[src/rtl/pipe_hazard_ctrl_pkg.sv]
// Shared types and constants for the pipeline hazard controller.
// Holds the FSM state enum, divide/branch opcodes and parameter defaults.
package pipe_ctrl_pkg;

    typedef enum logic [1:0] {
        RUN      = 2'd0,
        DIV_WAIT = 2'd1,
        BR_FLUSH = 2'd2
    } state_e;

    localparam logic [5:0] OP_DIV = 6'b000000;
    localparam logic [5:0] OP_BEQ = 6'b000100;
    localparam logic [5:0] OP_BNE = 6'b000101;

    localparam int FLUSH_CYCLES_DFLT   = 2;
    localparam int DIV_MAX_CYCLES_DFLT = 34;

    // Bits needed to hold values 0..n, never less than one.
    function automatic int cnt_w(input int n);
        return (n < 2) ? 1 : $clog2(n + 1);
    endfunction

endpackage

[src/rtl/pipe_hazard_ctrl_if.sv]
// Signal bundle between the pipeline datapath and the hazard controller.
// master: datapath side (drives stage info); slave: controller side.
interface pipe_hazard_ctrl_if;

    logic [5:0] ID_OpCode;
    logic [4:0] ID_Rs;
    logic [4:0] ID_Rt;
    logic       EX_RegWrite;
    logic [4:0] EX_Rd;
    logic       MEM_Branch;
    logic       MEM_Bne;
    logic       MEM_Zero;
    logic       Div_Done;

    logic       Stall_IF;
    logic       Stall_ID;
    logic       Flush_ID;
    logic       Flush_EX;
    logic       PC_Src;
    logic       Div_Start;
    logic       Div_Abort;
    logic       Div_Err;

    modport master (
        output ID_OpCode, ID_Rs, ID_Rt, EX_RegWrite, EX_Rd,
        output MEM_Branch, MEM_Bne, MEM_Zero, Div_Done,
        input  Stall_IF, Stall_ID, Flush_ID, Flush_EX,
        input  PC_Src, Div_Start, Div_Abort, Div_Err
    );

    modport slave (
        input  ID_OpCode, ID_Rs, ID_Rt, EX_RegWrite, EX_Rd,
        input  MEM_Branch, MEM_Bne, MEM_Zero, Div_Done,
        output Stall_IF, Stall_ID, Flush_ID, Flush_EX,
        output PC_Src, Div_Start, Div_Abort, Div_Err
    );

endinterface

[src/rtl/pipe_hazard_ctrl_raw.sv]
// RAW hazard compare between the EX destination and the ID sources.
// Ports: ex_reg_write/ex_rd (EX writer), id_rs/id_rt (ID readers), hazard.
module raw_hazard_detect (
    input  logic       ex_reg_write,
    input  logic [4:0] ex_rd,
    input  logic [4:0] id_rs,
    input  logic [4:0] id_rt,
    output logic       hazard
);

    // r0 is hardwired zero, so writes to it never create a dependency.
    assign hazard = ex_reg_write && (ex_rd != 5'd0) &&
                    ((ex_rd == id_rs) || (ex_rd == id_rt));

endmodule

[src/rtl/pipe_hazard_ctrl.sv]
// Pipeline hazard controller: RAW stalls, divide wait/timeout, branch flush.
// Ports: Clk, Rst_n (sync, active-low), bus (slave side of the hazard bundle).
module pipe_hazard_ctrl
    import pipe_ctrl_pkg::*;
#(
    parameter int DIV_MAX_CYCLES = DIV_MAX_CYCLES_DFLT,
    parameter int FLUSH_CYCLES   = FLUSH_CYCLES_DFLT
) (
    input  logic              Clk,
    input  logic              Rst_n,
    pipe_hazard_ctrl_if.slave bus
);

    localparam int WW = cnt_w(DIV_MAX_CYCLES);
    localparam int FW = cnt_w(FLUSH_CYCLES);

    localparam logic [WW-1:0] WAIT_LAST  = WW'(DIV_MAX_CYCLES - 1);
    localparam logic [FW-1:0] FLUSH_LOAD = FW'(FLUSH_CYCLES - 1);

    state_e        state_q, state_d;
    logic [WW-1:0] wait_q, wait_d;
    logic [FW-1:0] flush_q, flush_d;
    logic          err_q, err_d;

    logic taken;
    logic raw;

    logic stall_if, stall_id, flush_id, flush_ex;
    logic pc_src, div_start, div_abort;

    assign taken = bus.MEM_Branch & (bus.MEM_Zero ^ bus.MEM_Bne);

    raw_hazard_detect u_raw (
        .ex_reg_write (bus.EX_RegWrite),
        .ex_rd        (bus.EX_Rd),
        .id_rs        (bus.ID_Rs),
        .id_rt        (bus.ID_Rt),
        .hazard       (raw)
    );

    always_comb begin
        state_d   = state_q;
        wait_d    = wait_q;
        flush_d   = flush_q;
        err_d     = err_q;
        stall_if  = 1'b0;
        stall_id  = 1'b0;
        flush_id  = 1'b0;
        flush_ex  = 1'b0;
        pc_src    = 1'b0;
        div_start = 1'b0;
        div_abort = 1'b0;

        if (taken) begin
            // Branch outranks everything, including a divide in flight.
            pc_src    = 1'b1;
            flush_id  = 1'b1;
            flush_ex  = 1'b1;
            div_abort = (state_q == DIV_WAIT);
            flush_d   = FLUSH_LOAD;
            state_d   = BR_FLUSH;
        end else begin
            unique case (state_q)
                RUN: begin
                    if (bus.ID_OpCode == OP_DIV) begin
                        div_start = 1'b1;
                        stall_if  = 1'b1;
                        stall_id  = 1'b1;
                        flush_ex  = 1'b1;
                        wait_d    = '0;
                        state_d   = DIV_WAIT;
                    end else if (raw) begin
                        stall_if = 1'b1;
                        stall_id = 1'b1;
                        flush_ex = 1'b1;
                    end
                end
                DIV_WAIT: begin
                    if (wait_q != '1) begin
                        wait_d = wait_q + 1'b1;
                    end
                    if (bus.Div_Done) begin
                        // Release now so the divide advances exactly once.
                        state_d = RUN;
                    end else if (wait_q >= WAIT_LAST) begin
                        div_abort = 1'b1;
                        err_d     = 1'b1;
                        state_d   = RUN;
                    end else begin
                        stall_if = 1'b1;
                        stall_id = 1'b1;
                        flush_ex = 1'b1;
                    end
                end
                BR_FLUSH: begin
                    flush_id = 1'b1;
                    if (flush_q == '0) begin
                        state_d = RUN;
                    end else begin
                        flush_d = flush_q - 1'b1;
                    end
                end
                default: state_d = RUN;
            endcase
        end

        // Hold the front of the pipe empty while in reset.
        if (!Rst_n) begin
            stall_if  = 1'b0;
            stall_id  = 1'b0;
            flush_id  = 1'b1;
            flush_ex  = 1'b1;
            pc_src    = 1'b0;
            div_start = 1'b0;
            div_abort = 1'b0;
        end
    end

    always_ff @(posedge Clk) begin
        if (!Rst_n) begin
            state_q <= RUN;
            wait_q  <= '0;
            flush_q <= '0;
            err_q   <= 1'b0;
        end else begin
            state_q <= state_d;
            wait_q  <= wait_d;
            flush_q <= flush_d;
            err_q   <= err_d;
        end
    end

    assign bus.Stall_IF  = stall_if;
    assign bus.Stall_ID  = stall_id;
    assign bus.Flush_ID  = flush_id;
    assign bus.Flush_EX  = flush_ex;
    assign bus.PC_Src    = pc_src;
    assign bus.Div_Start = div_start;
    assign bus.Div_Abort = div_abort;
    assign bus.Div_Err   = err_q;

endmodule

[src/flat_wrapper.sv]
// flat-port wrapper written by rule: the top's interface ports become plain ports
module pipe_hazard_ctrl_flat import pipe_ctrl_pkg::*;
#(
    parameter int DIV_MAX_CYCLES = DIV_MAX_CYCLES_DFLT,
    parameter int FLUSH_CYCLES   = FLUSH_CYCLES_DFLT
)
  (Clk, Rst_n, bus_ID_OpCode, bus_ID_Rs, bus_ID_Rt, bus_EX_RegWrite, bus_EX_Rd, bus_MEM_Branch, bus_MEM_Bne, bus_MEM_Zero, bus_Div_Done, bus_Stall_IF, bus_Stall_ID, bus_Flush_ID, bus_Flush_EX, bus_PC_Src, bus_Div_Start, bus_Div_Abort, bus_Div_Err);
  pipe_hazard_ctrl_if bus_i ();
  input  logic Clk;
  input  logic Rst_n;
  input wire logic [$bits(bus_i.ID_OpCode)-1:0] bus_ID_OpCode;
  input wire logic [$bits(bus_i.ID_Rs)-1:0] bus_ID_Rs;
  input wire logic [$bits(bus_i.ID_Rt)-1:0] bus_ID_Rt;
  input wire logic [$bits(bus_i.EX_RegWrite)-1:0] bus_EX_RegWrite;
  input wire logic [$bits(bus_i.EX_Rd)-1:0] bus_EX_Rd;
  input wire logic [$bits(bus_i.MEM_Branch)-1:0] bus_MEM_Branch;
  input wire logic [$bits(bus_i.MEM_Bne)-1:0] bus_MEM_Bne;
  input wire logic [$bits(bus_i.MEM_Zero)-1:0] bus_MEM_Zero;
  input wire logic [$bits(bus_i.Div_Done)-1:0] bus_Div_Done;
  output wire logic [$bits(bus_i.Stall_IF)-1:0] bus_Stall_IF;
  output wire logic [$bits(bus_i.Stall_ID)-1:0] bus_Stall_ID;
  output wire logic [$bits(bus_i.Flush_ID)-1:0] bus_Flush_ID;
  output wire logic [$bits(bus_i.Flush_EX)-1:0] bus_Flush_EX;
  output wire logic [$bits(bus_i.PC_Src)-1:0] bus_PC_Src;
  output wire logic [$bits(bus_i.Div_Start)-1:0] bus_Div_Start;
  output wire logic [$bits(bus_i.Div_Abort)-1:0] bus_Div_Abort;
  output wire logic [$bits(bus_i.Div_Err)-1:0] bus_Div_Err;
  assign bus_i.ID_OpCode = bus_ID_OpCode;
  assign bus_i.ID_Rs = bus_ID_Rs;
  assign bus_i.ID_Rt = bus_ID_Rt;
  assign bus_i.EX_RegWrite = bus_EX_RegWrite;
  assign bus_i.EX_Rd = bus_EX_Rd;
  assign bus_i.MEM_Branch = bus_MEM_Branch;
  assign bus_i.MEM_Bne = bus_MEM_Bne;
  assign bus_i.MEM_Zero = bus_MEM_Zero;
  assign bus_i.Div_Done = bus_Div_Done;
  assign bus_Stall_IF = bus_i.Stall_IF;
  assign bus_Stall_ID = bus_i.Stall_ID;
  assign bus_Flush_ID = bus_i.Flush_ID;
  assign bus_Flush_EX = bus_i.Flush_EX;
  assign bus_PC_Src = bus_i.PC_Src;
  assign bus_Div_Start = bus_i.Div_Start;
  assign bus_Div_Abort = bus_i.Div_Abort;
  assign bus_Div_Err = bus_i.Div_Err;
  pipe_hazard_ctrl #(.DIV_MAX_CYCLES(DIV_MAX_CYCLES), .FLUSH_CYCLES(FLUSH_CYCLES)) u_core (.Clk(Clk), .Rst_n(Rst_n), .bus(bus_i));
endmodule
[config.mk]
export PLATFORM = sky130hd
export DESIGN_NAME = pipe_hazard_ctrl_flat
export DESIGN_NICKNAME = d
export VERILOG_FILES = /design/src/rtl/pipe_hazard_ctrl_pkg.sv /design/src/rtl/pipe_hazard_ctrl_if.sv /design/src/rtl/pipe_hazard_ctrl_raw.sv /design/src/rtl/pipe_hazard_ctrl.sv /design/src/flat_wrapper.sv
export SDC_FILE = /design/constraint.sdc
export NUM_CORES = 1
export LEC_CHECK = 0
export CORE_MARGIN = 5
export CORE_UTILIZATION = 45
export CTS_BUF_LIST = sky130_fd_sc_hd__clkbuf_4 sky130_fd_sc_hd__clkbuf_8
export DETAILED_ROUTE_END_ITERATION = 8
export HOLD_SLACK_MARGIN = 0.12
export PLACE_DENSITY = 0.85
export REMOVE_ABC_BUFFERS = 1
export SLEW_MARGIN = 20
export SYNTH_ARGS = -nofsm -noshare
export SYNTH_HDL_FRONTEND = slang
export SYNTH_HIERARCHICAL = 1
export SYNTH_SLANG_ARGS = --single-unit
[constraint.sdc]
create_clock -name Clk -period 6.8 [get_ports Clk]
set_clock_uncertainty 0.1 [all_clocks]
set_input_delay 1.7 -clock Clk [delete_from_list [all_inputs] [get_ports Clk]]
set_output_delay 1.7 -clock Clk [all_outputs]
set_load 0.05 [all_outputs]
After elaboration in Yosys (flattened, before gate mapping)
Cells that the tools add are included.
{"block": "word_totals", "reg_bits": 11, "latchBits": 0, "ram_bits": 0, "mem_bits_ro": 0, "in_bits": 28, "out_inout_bits": 8, "word_cells": 79, "n_memories": 0}
{"block": "op_classes", "add_sub_neg": 2, "mul": 0, "div": 0, "order_cmp": 1, "eq_ne": 13, "shifts": 0, "muxes": 35, "bitwise": 6, "reduce_logical": 16}
{"cell": "$mux W1", "n": 25}
{"cell": "$mux W6", "n": 2}
{"cell": "$pmux W6 S2", "n": 1}
{"cell": "$eq A5 B5 Y1", "n": 2}
{"cell": "$mux W2", "n": 5}
{"cell": "$reduce_and A4 Y1", "n": 2}
{"cell": "$add A6 B1 Y6 const B", "n": 1}
{"cell": "$ge A6 B6 Y1 const B", "n": 1}
{"cell": "$logic_not A6 Y1", "n": 1}
{"cell": "$ne A2 B1 Y1 const B", "n": 3}
{"cell": "$ne A3 B1 Y1 const B", "n": 2}
{"cell": "$ne A6 B6 Y1 const B", "n": 1}
{"cell": "$pmux W2 S3", "n": 1}
{"cell": "$reduce_and A3 Y1", "n": 2}
{"cell": "$reduce_bool A5 Y1", "n": 1}
{"cell": "$logic_not A2 Y1", "n": 2}
{"cell": "$ne A4 B3 Y1 const B", "n": 1}
{"cell": "$not A1 Y1", "n": 4}
{"cell": "$reduce_and A2 Y1", "n": 2}
{"cell": "$reduce_bool A2 Y1", "n": 2}
{"cell": "$ne A3 B3 Y1 const B", "n": 1}
{"cell": "$eq A2 B1 Y1 const B", "n": 1}
{"cell": "$eq A2 B2 Y1 const B", "n": 1}
{"cell": "$logic_and A1 B1 Y1", "n": 2}
{"cell": "other kinds (7)", "n": 7}

Longest topological paths before layout
Gate-level depths: netlist of run 1.
{"block": "logic_depth", "word_depth": 8, "depth_mapped": 8, "ltp_nobuf": 7}

Modules after synthesis
Netlist of run 1, hierarchy kept.
{"module": "pipe_hazard_ctrl", "instances": 1, "cells_each": 87, "area_each_um2": 729.4}
{"module": "raw_hazard_detect", "instances": 1, "cells_each": 17, "area_each_um2": 125.1}

Worst setup path before layout of run 1
Ideal clock, no wire load.
{"block": "synth_timing", "path_type": "input port to output port", "start": "in bus_EX_Rd[0]", "end": "out bus_Stall_IF", "arrival_time_ns": 3.922, "t_required_ns": 5.000, "setup_slack_ns": 1.078, "stages": 8, "path_buffers": 1, "cell_sequence": "xor2_1 nor3_1 nand3_1 a21oi_1 nor2_1 a21o_1 nor3_1 buf_4"}
{"block": "synth_via", "elab_chain_len": 8, "word_cells_on_any_way": 11}
{"element": "start: declaration", "line_no": "flat_wrapper.sv:15", "text": "input wire logic [$bits(bus_i.EX_Rd)-1:0] bus_EX_Rd;"}
{"element": "$eq A5 B5 Y1 or $reduce_bool A5 Y1 (tied branches)", "line_no": "pipe_hazard_ctrl_raw.sv:13, pipe_hazard_ctrl_raw.sv:12"}
{"element": "$logic_or A1 B1 Y1 or $logic_and A1 B1 Y1 (tied branches)", "line_no": "pipe_hazard_ctrl_raw.sv:13, pipe_hazard_ctrl_raw.sv:12"}
{"element": "$logic_and A1 B1 Y1 (*)", "line_no": "pipe_hazard_ctrl_raw.sv:12", "text": "assign hazard = ex_reg_write && (ex_rd != 5'd0) &&"}
{"element": "via u_core.raw", "line_no": "pipe_hazard_ctrl.sv:26", "text": "logic raw;"}
{"element": "$mux W1 (*) (2 in series)"}
{"element": "$pmux W1 S2 (*)"}
{"element": "$mux W1 (*) (2 in series)"}
{"element": "end: declaration", "line_no": "flat_wrapper.sv:20", "text": "output wire logic [$bits(bus_i.Stall_IF)-1:0] bus_Stall_IF;"}
Mark *: on every way through the listed nets, which the timed path passes. The rest lies on a longest branch.

Worst setup path after layout of run 1
{"block": "layout_timing", "start": "in bus_EX_Rd[3]", "end": "out bus_Stall_ID"}
{"block": "layout_via", "elab_chain_len": 8, "word_cells_on_any_way": 11}
{"element": "$eq A5 B5 Y1 or $reduce_bool A5 Y1 (tied branches)", "line_no": "pipe_hazard_ctrl_raw.sv:13, pipe_hazard_ctrl_raw.sv:12"}
{"element": "$logic_or A1 B1 Y1 or $logic_and A1 B1 Y1 (tied branches)", "line_no": "pipe_hazard_ctrl_raw.sv:13, pipe_hazard_ctrl_raw.sv:12"}
{"element": "$logic_and A1 B1 Y1 (*)", "line_no": "pipe_hazard_ctrl_raw.sv:12"}
{"element": "via u_core.raw", "line_no": "pipe_hazard_ctrl.sv:26"}
{"element": "$mux W1 (*)", "line_no": "pipe_hazard_ctrl.sv:72", "text": "end else if (raw) begin"}
{"element": "$mux W1 (*)", "line_no": "pipe_hazard_ctrl.sv:65", "text": "if (bus.ID_OpCode == OP_DIV) begin"}
{"element": "$pmux W1 S2 (*)", "line_no": "pipe_hazard_ctrl.sv:63", "text": "unique case (state_q)"}
{"element": "$mux W1 (*)", "line_no": "pipe_hazard_ctrl.sv:54", "text": "if (taken) begin"}
{"element": "$mux W1 (*)", "line_no": "pipe_hazard_ctrl.sv:108", "text": "if (!Rst_n) begin"}
{"element": "end: declaration", "line_no": "flat_wrapper.sv:21", "text": "output wire logic [$bits(bus_i.Stall_ID)-1:0] bus_Stall_ID;"}
Marked as above.

==> results.py, run 1 <==
metrics = {
    "run_status": {
        "status": "complete, no violations",
    },
    "floorplan": {
        "die_x_um": 53.6,
        "io_pins": 36,
        "core-area_mm2": 0.00176,
        "die_h_um": 53.6,
        "num_rows": 15,
        "die_area_mm2": 0.00287,
        "initial_core_util": 0.484,
    },
    "clocking": {
        "ctsResizeCount": 0,
        "cts_max_path_buffers": 2,
        "cts_hold_buf": 0,
        "worstSkewPairLatency_ps": 270,
        "cts_setup_buffers": 0,
        "numCtsBuffers": 3,
        "h-tree-depth": 1,
        "path_clk_slew_ps": 70,
        "cts_tree": "built",
        "cts_num_sinks": 11,
        "cts_root_buf": "clkbuf_4",
    },
    "timing": {
        "hold_violations": 0,
        "period_share": 0.880,
        "tightest_slew_ps": 519,
        "finalSetupTns_ps": 0,
        "setup_violations": 0,
        "fmax_mhz": 167,
        "min_period_ps": 5980,
        "maxSlewHeadroom": 0.653,
        "slew_viol_final": 0,
        "rsz0062_at_grt": "no",
    },
    "placement": {
        "routabilityCongestion": 0.813,
        "port_buffers": 35,
        "dp_hpwl_um": 1920,
    },
    "global_route": {
        "overflow": 0,
        "grt_pass1_vias": 847,
        "antenna_found_initial": 0,
        "grt_pass1_wl_um": 3800,
        "grtUsageTotal": 0.182,
        "grt_max_degree": 11,
    },
    "hold_path": {
        "hp-class": "reg -> reg",
        "holdPathStages": 1,
        "holdPathEnd": "u_core/bus.Div_Err",
        "hp-start": "u_core/bus.Div_Err",
    },
    "synth": {
        "synth.top_cell.area_share": 0.258,
        "yosysTopAreaCell": "dfxtp_1",
        "synthTopCellsByArea": "dfxtp_1 26%, xor2_1 7.2%, ha_1 5.9%, xnor2_1 5.1%, nand3_1 4.1%",
        "synth_seq_cells": 11,
        "yosysWarningCount": 6,
        "syn_area_um2": 855,
        "syn_avg_cell_area_um2": 8.22,
        "netlist_instances": 104,
        "ys_seq_area_frac": 0.258,
        "yosysMostFrequentCell": "dfxtp_1",
        "synthFlopType": "dfxtp_1",
        "synth_edf_count": 0,
        "async_flop_share": 0,
        "synthTopCellsByCount": "11 x dfxtp_1, 8 x nor2_1, 7 x nand2_1, 7 x nand3_1, 7 x xor2_1",
        "synth_cell_type_count": 39,
    },
    "setup_path": {
        "worst-path-max-fanout": 3,
        "crit_type": "in -> out",
        "ff2ff_path_depth": 6,
        "crit_slowest_cell": "clkdlybuf4s50_1",
        "reg2reg_to": "u_core/state_q[0]",
        "worstReg2RegStart": "u_core/wait_q[1]",
        "cp-end-kind": "primary output",
        "path_buf_inv": 2,
        "cp_cell_sequence": "clkdlybuf4s50_1 > xor2_1 > nor3_1 > nand3_1 > a21oi_1 > nor2_1 > a21o_1 > nor3_1 > clkdlybuf4s50_1",
        "cpLargestDelayFamily": "buffers and inverters",
        "worst-r2r-setup-slack_ps": 4990,
        "cp.depth": 9,
        "critPathArrivalTime_ps": 4180,
        "cp.required_ps": 5000,
        "crit_path_start_kind": "input port",
        "critPathMaxStageDelay_ps": 880,
    },
    "power": {
        "p_clk_frac": 0.301,
        "p_seq_frac": 0.416,
        "p_leak_nw": 0.444,
        "p_sw_mw": 0.0452,
        "design_power_total_mw": 0.162,
        "powerDensity_mw_per_mm2": 129,
        "pwr-share-comb": 0.283,
        "ir_drop_v": 0.0000993,
        "p_sw_frac": 0.280,
        "cellInternalPower_mw": 0.117,
    },
    "layout": {
        "nNetsFinal": 174,
        "diodes": 0,
        "drive_gt1_frac": 0.0780,
        "area_growth_pct": 46.4,
    },
    "route": {
        "totalWireLength_um": 2300,
        "avgViaCountPerCell": 5.45,
        "wire_per_inst_um": 13.9,
        "drtAntennaViolNets": 0,
        "drt_iter0_drc": 31,
        "post-route-drc-count": 0,
        "first_pass_iters": 4,
        "dr_total_vias": 905,
    },
    "job": {
        "cap_violations": 0,
    },
}
-- power by group through the flow --
| stage | combinational (mW) | clock [mW] | sequential (mW) |
|---|---|---|---|
| 6_report | 0.0459 | 0.0487 | 0.0673 |
| 5_1_grt | 0.0493 | 0.0536 | 0.0675 |
| 4_1_cts | 0.0460 | 0.0509 | 0.0673 |
| 3_5_place_dp | 0.0458 | 0 | 0.0688 |
| 3_3_place_gp | 0.0448 | 0 | 0.0687 |
| 2_1_floorplan | 0.0206 | 0 | 0.0684 |
-- metrics by stage --
step / instance area (um^2) / instances / hold WS, ps / util / setup WS [ps]
4_1_cts: 1250 / 166 / 381 / 0.709 / 814
3_3_place_gp: 1220 / 162 / 353 / 0.692 / 983
2_1_floorplan: 840 / 102 / 360 / - / 521
6_report: 1250 / 166 / 384 / 0.709 / 818
5_1_grt: 1250 / 166 / 406 / 0.709 / 710
3_5_place_dp: 1220 / 162 / 359 / 0.692 / 815
-- layout by cell type (no fill, tap or decap), types with 3 or more instances in the layout --
cell | Yosys | layout
clkbuf_4 | 0 | 4
clkdlybuf4s50_1 | 0 | 35
a21oi_1 | 6 | 6
dfxtp_1 | 11 | 11
nand3_1 | 7 | 7
ha_1 | 4 | 4
a211oi_1 | 4 | 4
nand2_1 | 7 | 7
xor2_1 | 7 | 7
inv_1 | 6 | 6
and3_1 | 3 | 3
nor2_1 | 8 | 8
xnor2_1 | 5 | 5
nand2b_1 | 3 | 3
nor3_1 | 4 | 4
-- registers in the layout, indices dropped and copies added, names as in the netlist --
| signal | flops |
|---|---|
| u_core/state_q | 2 |
| u_core/wait_q | 6 |
| u_core/flush_q | 2 |
| u_core/bus.Div_Err | 1 |
-- per-layer routing --
metal  wire, um  GRT usage
met3        167     0.0416
met5          0          0
met4         17     0.0638
met1       1000      0.221
met2       1110      0.314
-- final cells by class --
type                       count  area, um^2
tap                           25        31.3
fill                         164         513
sequential                    11         220
inverter                       7        26.3
clock buffer                   4        30.0
multi-input combinational     84         593
timing repair buffer          35         350
-- cells by family (layout without fill, tap and decap cells) --
logic type	Yosys count	in the layout	share of synthesized area
compound gates	23	23	0.186
flops	11	11	0.258
fa+ha+maj	4	4	0.0586
xor+xnor	12	12	0.123
simple gates	44	44	0.315
mux	1	1	0.0117
buf+inv	9	46	0.0483
-- worst max-delay path by stage --
stage          slack, ps          from           end
2_1_floorplan        520  bus_EX_Rd[0]  bus_Stall_ID
3_3_place_gp         980  bus_EX_Rd[0]  bus_Stall_IF
3_5_place_dp         810  bus_EX_Rd[3]  bus_Stall_ID
4_1_cts              810  bus_EX_Rd[3]  bus_Stall_ID
5_1_grt              710  bus_EX_Rd[3]  bus_Stall_ID
6_report             820  bus_EX_Rd[3]  bus_Stall_ID
(Power assumes the default switching activity.)
==> inputs of run 2 (changes only) <==
DONT_BUFFER_PORTS = 1   (was unset)
PLACE_DENSITY = 0.61   (was 0.85)
==> results.py, run 2 (synthesized netlist as in run 1, its figures left out) <==
metrics = {
    "layout": {
        "final_cell_mix": "11 x dfxtp_1, 8 x nor2_1, 7 x xor2_1, 7 x nand2_1, 7 x nand3_1",
        "largest_register_ffs": 6,
        "finalNonFillerCells": 133,
        "utilization": 0.524,
        "drive_gt1_frac": 0.130,
        "top_regs": "u_core/wait_q x6, u_core/flush_q x2, u_core/state_q x2",
        "final_common_cell": "dfxtp_1",
        "regMostFlops": "u_core/wait_q",
        "area_growth_pct": 8.20,
        "diodes": 0,
        "final_area_um2": 925,
        "nNetsFinal": 141,
        "fillers": 201,
    },
    "placement": {
        "port_buffers": 0,
        "dpl_worst_slack_ps": 1520,
        "routabilityCongestion": 0.855,
        "post-place-cells": 129,
        "dp_hpwl_um": 1520,
        "place_area_um2": 895,
    },
    "setup_path": {
        "cpLargestDelayFamily": "simple AND/OR/NAND/NOR gates",
        "crit_type": "in -> out",
        "crit_slowest_cell": "nor3_2",
        "reg2reg_to": "u_core/state_q[0]",
        "worst-path-max-fanout": 3,
        "worst-r2r-setup-slack_ps": 4960,
        "worstReg2RegStart": "u_core/wait_q[1]",
        "cp.depth": 8,
        "cp-end-kind": "primary output",
        "critPathArrivalTime_ps": 3470,
        "cp.required_ps": 5000,
        "path_buf_inv": 1,
        "cp_cell_sequence": "xor2_1 > nor3_1 > nand3_1 > a21oi_1 > nor2_1 > a21o_1 > nor3_2 > buf_6",
        "crit_path_start_kind": "input port",
        "cp-startpoint": "bus_EX_Rd[0]",
        "critPathMaxStageDelay_ps": 690,
        "cp-endpoint": "bus_Stall_IF",
        "ff2ff_path_depth": 6,
    },
    "power": {
        "p_leak_nw": 0.323,
        "powerDensity_mw_per_mm2": 150,
        "design_power_total_mw": 0.139,
        "ir_drop_v": 0.0000682,
    },
    "hold_path": {
        "hp-start": "u_core/flush_q[1]",
        "hp-class": "reg -> reg",
    },
    "global_route": {
        "grt_pass1_wl_um": 3190,
        "grt_max_degree": 11,
        "grt_pass1_vias": 789,
        "met2_usage": 0.257,
        "top_usage_layer": "met2",
        "grtUsageTotal": 0.149,
        "grt_use_met3": 0.0471,
        "overflow": 0,
        "antenna_found_initial": 0,
        "grtUsageMet1": 0.163,
    },
    "clocking": {
        "path_clk_slew_ps": 70,
        "cts_num_sinks": 11,
        "cts_setup_buffers": 0,
        "cts_tree": "built",
        "ctsResizeCount": 0,
        "worstSkewPairLatency_ps": 260,
        "cts_max_path_buffers": 2,
        "cts_root_buf": "clkbuf_4",
        "h-tree-depth": 1,
        "cts_hold_buf": 0,
        "numCtsBuffers": 3,
    },
    "timing": {
        "tightest_slew_ps": 985,
        "rsz0062_at_grt": "no",
        "hold_violations": 0,
        "min_period_ps": 5270,
        "setup_violations": 0,
        "fin_ws_ps": 1530,
        "maxSlewHeadroom": 0.342,
        "slew_viol_final": 0,
        "finalSetupTns_ps": 0,
        "period_share": 0.775,
        "holdWs_ps": 397,
        "fmax_mhz": 190,
    },
    "route": {
        "dr_total_vias": 776,
        "drtAntennaViolNets": 0,
        "wire_per_inst_um": 14.0,
        "first_pass_iters": 4,
        "post-route-drc-count": 0,
        "totalWireLength_um": 1860,
        "avgViaCountPerCell": 5.83,
        "drt_iter0_drc": 13,
    },
    "floorplan": {
        "die_area_mm2": 0.00287,
        "die_x_um": 53.6,
        "core-area_mm2": 0.00176,
        "io_pins": 36,
        "die_h_um": 53.6,
        "num_rows": 15,
        "initial_core_util": 0.484,
    },
    "job": {
        "cap_violations": 0,
    },
    "run_status": {
        "status": "complete, no violations",
    },
}
-- run 2: changes by cell type in the layout (fill, tap and decap cells not counted), sizes merged --
cell	previous run	this run
buf	0	2
clkdlybuf4s50	35	0
-- run 2: worst min path at each step --
stage,to,cells past startpoint
2_1_floorplan,u_core/wait_q[1],2
3_3_place_gp,u_core/wait_q[1],2
3_5_place_dp,u_core/wait_q[1],2
4_1_cts,u_core/flush_q[1],2
5_1_grt,u_core/flush_q[1],2
6_report,u_core/flush_q[1],2
-- run 2: area by class of cell --
type,count,area (um^2),area share
flip-flops and latches,11,220,0.238
multi-input cells,84,598,0.647
repair buffers,2,18.8,0.0203
well taps,25,31.3,0.0338
inverters,7,26.3,0.0284
clock buffers,4,30.0,0.0325
-- run 2: layer usage --
layer	wire length, um	share of wire	up-vias
met4	52	0.028	0
met5	0	0	-
met1	770	0.41	360
met2	885	0.48	29
met3	152	0.082	6
li1	-	-	381
-- run 2: where the power goes --
group	switching, mW	internal [mW]	leakage, nW	total [mW]
clock	0.0219	0.0266	0.0184	0.0485
combinational	0.0149	0.00860	0.216	0.0235
sequential	0.00152	0.0656	0.0890	0.0671
-- run 2: worst reg2reg max path, stage by stage (launching register included) --
cell and delay, ps:
dfxtp_1 380, inv_1 80, ha_1 170, or4b_1 480
o21ai_2 200, nand3_1 100, a211oi_1 240
==> inputs of run 3 (changes only) <==
clock period = 5 ns   (was 6.8 ns; I/O delays follow)
==> results.py, run 3 (synthesized netlist as in run 1, its figures left out) <==
metrics = {
    "global_route": {
        "antenna_found_initial": 0,
        "grt_pass1_wl_um": 3010,
        "grt_max_degree": 11,
        "grtUsageTotal": 0.146,
        "grt_pass1_vias": 728,
        "overflow": 0,
    },
    "layout": {
        "final_cell_mix": "11 x dfxtp_1, 8 x nor2_1, 7 x xor2_1, 7 x nand2_1, 7 x nand3_1",
        "top_regs": "u_core/wait_q x6, u_core/flush_q x2, u_core/state_q x2",
        "final_common_cell": "dfxtp_1",
        "diodes": 0,
        "nNetsFinal": 142,
        "final_area_um2": 932,
        "area_growth_pct": 9.08,
        "fillers": 193,
        "largest_register_ffs": 6,
        "regMostFlops": "u_core/wait_q",
        "drive_gt1_frac": 0.138,
    },
    "setup_path": {
        "crit_slowest_cell": "nor3_2",
        "crit_path_start_kind": "input port",
        "worstReg2RegStart": "u_core/wait_q[1]",
        "crit_type": "in -> out",
        "cp.required_ps": 3650,
        "cp-end-kind": "primary output",
        "worst-r2r-setup-slack_ps": 3220,
        "reg2reg_to": "u_core/state_q[0]",
        "worst-path-max-fanout": 3,
        "cp_cell_sequence": "xor2_1 > nor3_1 > nand3_1 > a21oi_1 > nor2_1 > a21o_1 > nor3_2 > buf_6",
        "critPathArrivalTime_ps": 3010,
        "critPathMaxStageDelay_ps": 690,
        "ff2ff_path_depth": 6,
    },
    "floorplan": {
        "die_x_um": 53.6,
        "io_pins": 36,
        "die_area_mm2": 0.00287,
        "die_h_um": 53.6,
        "num_rows": 15,
        "initial_core_util": 0.484,
        "core-area_mm2": 0.00176,
    },
    "clocking": {
        "ctsResizeCount": 0,
        "cts_tree": "built",
        "path_clk_slew_ps": 70,
        "cts_root_buf": "clkbuf_4",
        "cts_num_sinks": 11,
        "cts_max_path_buffers": 2,
        "cts_setup_buffers": 0,
        "numCtsBuffers": 3,
        "cts_hold_buf": 0,
        "h-tree-depth": 1,
        "worstSkewPairLatency_ps": 270,
    },
    "placement": {
        "routabilityCongestion": 0.837,
        "place_area_um2": 902,
        "dp_hpwl_um": 1500,
        "port_buffers": 0,
    },
    "timing": {
        "maxSlewHeadroom": 0.392,
        "min_period_ps": 4360,
        "slew_viol_final": 0,
        "rsz0062_at_grt": "no",
        "hold_violations": 0,
        "tightest_slew_ps": 907,
        "fmax_mhz": 229,
        "setup_violations": 0,
        "period_share": 0.872,
    },
    "route": {
        "drtAntennaViolNets": 0,
        "post-route-drc-count": 0,
        "dr_total_vias": 752,
        "wire_per_inst_um": 13.6,
        "first_pass_iters": 4,
        "drt_iter0_drc": 16,
        "avgViaCountPerCell": 5.61,
        "totalWireLength_um": 1830,
    },
    "run_status": {
        "status": "complete, no violations",
    },
    "job": {
        "cap_violations": 0,
    },
    "power": {
        "p_leak_nw": 0.328,
        "powerDensity_mw_per_mm2": 208,
        "design_power_total_mw": 0.193,
        "ir_drop_v": 0.000112,
    },
    "hold_path": {
        "holdPathEnd": "u_core/flush_q[1]",
        "holdPathStages": 2,
        "hp-class": "reg -> reg",
        "hp-start": "u_core/flush_q[1]",
    },
}
## run 3: per-layer routing
layer | up-vias | global-route usage | share of wire
met2 | 26 | 0.241 | 0.47
li1 | 381 | - | -
met1 | 340 | 0.159 | 0.43
met5 | - | 0 | 0
met4 | 0 | 0.0894 | 0.023
met3 | 5 | 0.0526 | 0.082
## run 3: how the worst max path moves through the flow
stage,cells past startpoint,end,slack [ps],startpoint
floorplan,7,bus_Stall_ID,-380,bus_EX_Rd[0]
global placement,8,bus_Stall_IF,640,bus_EX_Rd[0]
detailed placement,8,bus_Stall_IF,640,bus_EX_Rd[0]
CTS,8,bus_Stall_IF,630,bus_EX_Rd[0]
global route,8,bus_Stall_IF,450,bus_EX_Rd[0]
finish,8,bus_Stall_IF,640,bus_EX_Rd[0]
## run 3: where the power goes
part / total (mW) / internal (mW) / leakage [nW] / switching (mW)
registers: 0.0915 / 0.0892 / 0.0890 / 0.00225
clock network: 0.0691 / 0.0364 / 0.0184 / 0.0327
logic: 0.0329 / 0.0126 / 0.221 / 0.0203
## run 3: final cells by class
class | instances | area, um^2 | area share
flip-flops and latches | 11 | 220 | 0.236
clock buffers | 4 | 30.0 | 0.0322
multi-input cells | 84 | 598 | 0.642
well taps | 25 | 31.3 | 0.0336
repair buffers | 3 | 26.3 | 0.0282
inverters | 7 | 26.3 | 0.0282
## run 3: through the flow
step                      worst slack [ps]  std cells  hold slack [ps]  setup TNS (ps)  utilization
after floorplan                       -379        102              360            -757            -
after global placement                 641        130              384               0        0.511
after detailed placement               636        130              393               0        0.511
after CTS                              631        134              401               0        0.528
after global routing                   452        134              428               0        0.528
final                                  640        134              398               0        0.528
## run 3: worst max-delay path: cells and delay by family
kind                      cells  cell delay (ps)
AOI/OAI and AO/OA             2              360
xor gates and xnor gates      1              140
and+or+nand+nor               4             1000
buffers and inverters         1              260
